File: src/rtl/decode_pipe_stage.sv
// decode_pipe_stage: register file with bypass, RAW hazard stall and ID/EX pipeline register
module decode_pipe_stage #(
  parameter int DATA_W = 16,
  parameter int NREG = 8,
  parameter int FWD = 1,
  parameter int CNT_W = 16,
  localparam int AW = $clog2(NREG)
) (
  input  logic              clk,
  input  logic              rst,
  input  logic              if_valid,
  input  logic [15:0]       if_instr,
  input  logic [DATA_W-1:0] if_pc,
  output logic              id_ready,
  input  logic [AW-1:0]     rs_sel,
  input  logic [AW-1:0]     rt_sel,
  input  logic              rs_used,
  input  logic              rt_used,
  input  logic [AW-1:0]     wr_sel,
  input  logic              wr_en,
  input  logic              is_load,
  input  logic              mem_valid,
  input  logic              mem_wr_en,
  input  logic [AW-1:0]     mem_wr_sel,
  input  logic              wb_en,
  input  logic [AW-1:0]     wb_sel,
  input  logic [DATA_W-1:0] wb_data,
  input  logic              flush,
  input  logic              ex_ready,
  output logic              ex_valid,
  output logic [DATA_W-1:0] ex_rs_data,
  output logic [DATA_W-1:0] ex_rt_data,
  output logic [15:0]       ex_instr,
  output logic [DATA_W-1:0] ex_pc,
  output logic [AW-1:0]     ex_wr_sel,
  output logic              ex_wr_en,
  output logic              ex_is_load,
  output logic [CNT_W-1:0]  stall_cnt
);
  logic [DATA_W-1:0] regs_q [NREG];
  logic [DATA_W-1:0] regs_d [NREG];
  logic [DATA_W-1:0] rs_data, rt_data;
  logic              ex_valid_q, ex_valid_d, ex_wr_en_q, ex_wr_en_d, ex_is_load_q, ex_is_load_d;
  logic [DATA_W-1:0] ex_rs_data_q, ex_rs_data_d, ex_rt_data_q, ex_rt_data_d, ex_pc_q, ex_pc_d;
  logic [15:0]       ex_instr_q, ex_instr_d;
  logic [AW-1:0]     ex_wr_sel_q, ex_wr_sel_d;
  logic [CNT_W-1:0]  stall_cnt_q, stall_cnt_d;
  logic              ex_we, mem_we, hazard, hold;
  // Write-back into the register file and bypassed combinational reads
  always_comb begin
    regs_d = regs_q;
    if (wb_en) regs_d[wb_sel] = wb_data;
    rs_data = (wb_en && wb_sel == rs_sel) ? wb_data : regs_q[rs_sel];
    rt_data = (wb_en && wb_sel == rt_sel) ? wb_data : regs_q[rt_sel];
  end
  // Hazard detection: with forwarding only a load in ID/EX stalls; without it EX and MEM writers stall
  always_comb begin
    ex_we = ex_valid_q & ex_wr_en_q & (FWD != 0 ? ex_is_load_q : 1'b1);
    mem_we = (FWD == 0) & mem_valid & mem_wr_en;
    hazard = if_valid & (
      (rs_used & ex_we & (ex_wr_sel_q == rs_sel)) | (rt_used & ex_we & (ex_wr_sel_q == rt_sel)) |
      (rs_used & mem_we & (mem_wr_sel == rs_sel)) | (rt_used & mem_we & (mem_wr_sel == rt_sel)));
    hold = ex_valid_q & ~ex_ready;
    id_ready = flush | (~hazard & ~hold);
  end
  // ID/EX next state: flush beats hold beats bubble beats load; saturating stall counter
  always_comb begin
    ex_valid_d = ex_valid_q;
    ex_wr_en_d = ex_wr_en_q;
    ex_is_load_d = ex_is_load_q;
    ex_rs_data_d = ex_rs_data_q;
    ex_rt_data_d = ex_rt_data_q;
    ex_pc_d = ex_pc_q;
    ex_instr_d = ex_instr_q;
    ex_wr_sel_d = ex_wr_sel_q;
    if (flush) ex_valid_d = 1'b0;
    else if (!hold && hazard) begin
      ex_valid_d = 1'b0;
      ex_wr_en_d = 1'b0;
      ex_is_load_d = 1'b0;
    end else if (!hold) begin
      ex_valid_d = if_valid;
      ex_wr_en_d = wr_en;
      ex_is_load_d = is_load;
      ex_rs_data_d = rs_data;
      ex_rt_data_d = rt_data;
      ex_pc_d = if_pc;
      ex_instr_d = if_instr;
      ex_wr_sel_d = wr_sel;
    end
    stall_cnt_d = stall_cnt_q + CNT_W'(hazard & ~flush & ~hold & ~&stall_cnt_q);
  end
  // State registers
  always_ff @(posedge clk) begin
    if (rst) begin
      regs_q <= '{default: '0};
      ex_valid_q <= 1'b0;
      ex_wr_en_q <= 1'b0;
      ex_is_load_q <= 1'b0;
      ex_rs_data_q <= '0;
      ex_rt_data_q <= '0;
      ex_pc_q <= '0;
      ex_instr_q <= '0;
      ex_wr_sel_q <= '0;
      stall_cnt_q <= '0;
    end else begin
      regs_q <= regs_d;
      ex_valid_q <= ex_valid_d;
      ex_wr_en_q <= ex_wr_en_d;
      ex_is_load_q <= ex_is_load_d;
      ex_rs_data_q <= ex_rs_data_d;
      ex_rt_data_q <= ex_rt_data_d;
      ex_pc_q <= ex_pc_d;
      ex_instr_q <= ex_instr_d;
      ex_wr_sel_q <= ex_wr_sel_d;
      stall_cnt_q <= stall_cnt_d;
    end
  end
  assign ex_valid = ex_valid_q;
  assign ex_wr_en = ex_wr_en_q;
  assign ex_is_load = ex_is_load_q;
  assign ex_rs_data = ex_rs_data_q;
  assign ex_rt_data = ex_rt_data_q;
  assign ex_pc = ex_pc_q;
  assign ex_instr = ex_instr_q;
  assign ex_wr_sel = ex_wr_sel_q;
  assign stall_cnt = stall_cnt_q;
endmodule

File: config.mk
export PLATFORM = sky130hd
export DESIGN_NAME = decode_pipe_stage
export DESIGN_NICKNAME = d
export VERILOG_FILES = /design/src/rtl/decode_pipe_stage.sv
export SDC_FILE = /design/constraint.sdc
export NUM_CORES = 1
export LEC_CHECK = 0
export ABC_AREA = 1
export ABC_CLOCK_PERIOD_IN_PS = 3050
export CAP_MARGIN = 40
export CORE_MARGIN = 5
export CORE_UTILIZATION = 54
export CTS_CLUSTER_SIZE = 12
export DETAILED_ROUTE_END_ITERATION = 8
export PLACE_DENSITY = 0.89
export SYNTH_ARGS = -nofsm -noshare
export SYNTH_HDL_FRONTEND = slang
export SYNTH_SLANG_ARGS = --single-unit
File: constraint.sdc
create_clock -name clk -period 3.05 [get_ports clk]
set_clock_uncertainty 0.1 [all_clocks]
set_input_delay 0.61 -clock clk [delete_from_list [all_inputs] [get_ports clk]]
set_output_delay 0.61 -clock clk [all_outputs]
set_load 0.01 [all_outputs]
==> impl_metrics.yaml <==
run_status:
  outcome: "finished clean"
drt:
  drtIter0Drc: 1769
  ant_nets: 0
  vias: 11851
  wl_um: 34900
  vias_per_cell: 5.85
  detail_route.wl_per_cell_um: 17.2
  dr.pass1.iters: 6
  drc: 0
final_layout:
  num_antenna_cells: 0
  ff_latch_area_um2: 4280
  stdcell_count: 2026
  final_area_um2: 13000
  finalNetCount: 1826
  area_growth_syn_to_layout_pct: 24.0
  multi_input_area_um2: 5360
  nFillCells: 1539
  final_layout_size_suffix_gt1_share_pct: 5.91
worst_setup_path:
  end_kind: "output port"
  r2r_cells: 14
  cp.arrival_ps: 1950
  r2r_start: "stall_cnt[6]$_SDFF_PP0_"
  worstSetupStartpointType: "primary input"
  reg2reg_to: "stall_cnt[10]$_SDFF_PP0_"
  crit_buf_inv: 3
  reg2reg_slack_ps: 490
  worstPathRequired_ps: 2340
  crit_type: "primary input to output port"
  critical_path_peak_fanout: 3
  slowest_stage: "clkdlybuf4s50_1"
  worstPathCellList: "clkdlybuf4s50_1 -> inv_2 -> nand2_1 -> nand2_1 -> nor2_1 -> nand2_1 -> nand2_2 -> nand2_2 -> a21o_1 -> dlymetal6s2s_1"
  cp_top_family: "buffers and inverters"
  crit_top_cell: "nand2_1"
  cpPeakStageDelay_ps: 510
logic_synthesis:
  synthTopCellsByCount: "nand2_1, nor2_1, dfxtp_1"
  syn-instance-count: 1637
  synth_area_leader_cell: "dfxtp_1"
  ys_ff_latch: 214
  seq_area_frac_synth_pct: 40.7
  synth_edf_count: 0
  syn_nets: 1715
  synth_area_um2: 10500
  synthTopCellsByArea: "dfxtp_1, nand2_1, nor2_1"
  synth-main-ff-cell: "dfxtp_1"
  yosysTopAreaCellShare_pct: 40.7
  ys_warn_count: 0
  avgSynthCellArea_um2: 6.42
  post-synth-top-count-cell: "nand2_1"
  ys_async_sr_fraction_pct: 0
  synthDistinctLibCells: 34
global_routing:
  antenna_found_initial: 0
  grt_pass1_wl_um: 56300
  grt_start_max_net_pins: 92
  grt_pass1_vias: 11407
  grt_overflow: 0
  grt_use_total_pct: 30.6
die:
  pin_count: 162
  core_um2: 19300
  initial_core_util_pct: 54.4
  die_w_um: 150
  dieHeight_um: 150
  num_rows: 51
  dieArea_um2: 22400
placement:
  place.gp.congestion: 0.935
  post-dp-hpwl_um: 21800
  dp_cells: 1988
  place_area_um2: 12300
  place_ws_ps: -68.9
  port_buffers: 156
power:
  vdd_drop_max_mv: 0.236
  powerDensity_nw_per_um2: 516
  p_leak_nw: 5.51
worst_hold_path:
  min-delay-start: "ex_rs_data[10]$_SDFFE_PP0P_"
  holdPathStages: 2
  hp-class: "register to register"
  worstHoldEndpoint: "ex_rs_data[10]$_SDFFE_PP0P_"
clock_tree:
  clkSlewWorstSetupHoldPaths_ps: 60
  clock_latency_ps: 510
  postCtsSetupBuffers: 0
  cts_buffers: 23
  h-tree-depth: 1
  cts_tree: "done"
  ctsLongestPathBuffers: 3
  cts_root_buf: "clkbuf_16"
  clock-sinks: 214
timing:
  clock.fmax_mhz: 377
  rsz0062_at_grt: "no"
  drv_slew: 0
  period_needed_ps: 2660
  setup_viol_count_final: 0
  hold_viol: 0
  period_share_pct: 87.1
  tightest_slew_ps: 973
  fin_ws_ps: 395
  relSlewSlack_pct: 35.2
run:
  drv_cap: 0
[worst reg2reg max path: stages (launching register included)]
cell	delay, ps
dfxtp_1	420
inv_1	70
nor3_1	400
nand3_1	160
nor4_1	220
nor3_1	80
ha_1	230
ha_1	190
nand2_1	70
nor2_1	50
buf_4	140
and2_1	130
inv_1	60
o21ai_0	60
a21oi_1	120
[stage by stage]
stage	utilization, %	hold WS [ps]	setup TNS, ps	power [mW]
2_1_floorplan	-	344	0	3.62
3_3_place_gp	63.7	349	-33.4	4.04
3_5_place_dp	63.7	353	-194	4.07
4_1_cts	67.4	361	0	6.73
5_1_grt	67.4	387	0	7.00
6_report	67.4	360	0	6.73
[what timing repair did]
action,in CTS,in global routing
endpoints found under the setup margin,0,1
hold endpoints to repair,0,0
resized for setup,0,2
hold buffers,0,0
[flip-flops by register name, indices dropped and copies added (netlist names)]
signal and flops:
ex_is_load 1, stall_cnt 16, ex_rs_data 16, ex_instr 16, ex_wr_en 1, ex_pc 16, ex_wr_sel 3, regs_q 128
ex_valid 1, ex_rt_data 16
[where the power goes]
group | total (mW) | switching [mW] | internal (mW) | leakage, nW
clock network | 2.68 | 1.09 | 1.59 | 0.358
registers | 3.00 | 0.0780 | 2.92 | 1.75
logic | 1.04 | 0.623 | 0.418 | 3.40
total | 6.73 | 1.79 | 4.93 | 5.51
[worst max-delay path by stage]
stage                    from                       end  slack, ps  cells after the start
floorplan           rs_sel[2]  stall_cnt[13]$_SDFF_PP0_        420                     17
global placement    rt_sel[2]  stall_cnt[10]$_SDFF_PP0_        -20                     18
detailed placement  rt_sel[2]  stall_cnt[13]$_SDFF_PP0_        -70                     17
CTS                 rt_sel[2]                  id_ready         60                     10
global route        rs_sel[2]  stall_cnt[10]$_SDFF_PP0_        190                     18
finish              rs_sel[2]                  id_ready        390                     10
[routing by layer]
metal	part of all wire (%)	GRT usage [%]	vias up	routed length, µm
li1	-	-	5511	-
met1	37	37.7	5294	12900
met2	45	49.9	855	15800
met3	12	6.27	191	4330
met4	5.5	17.4	0	1910
met5	0	0	-	0
[final cells by class]
cell class | instances | area share [%]
Clock inverter | 1 | 0.0384
Clock buffer | 37 | 5.51
Multi-Input combinational cell | 1206 | 41.1
Tap cell | 265 | 2.54
Inverter | 97 | 2.83
Sequential cell | 214 | 32.9
Timing Repair Buffer | 206 | 15.1
[kinds of logic after synthesis]
logic type	synth area share, %
fa+ha+maj	0.357
compound gates	17.0
xor+xnor	0.500
flops	40.7
buf+inv	8.32
simple gates	33.1
[cell usage in the layout, fill, tap and decap left out, types with 5 or more instances in the layout]
cell / count
nand2_1: 341
xor2_1: 5
nor2_1: 340
clkbuf_8: 9
nand4_1: 5
dfxtp_1: 214
clkdlybuf4s50_1: 150
nand3_1: 161
a21oi_1: 91
o21ai_1: 10
nand2_2: 5
o211ai_1: 31
o21ai_0: 198
clkbuf_1: 5
clkbuf_16: 23
buf_4: 46
inv_1: 88
Note: power is estimated with default switching activity, not from simulation.
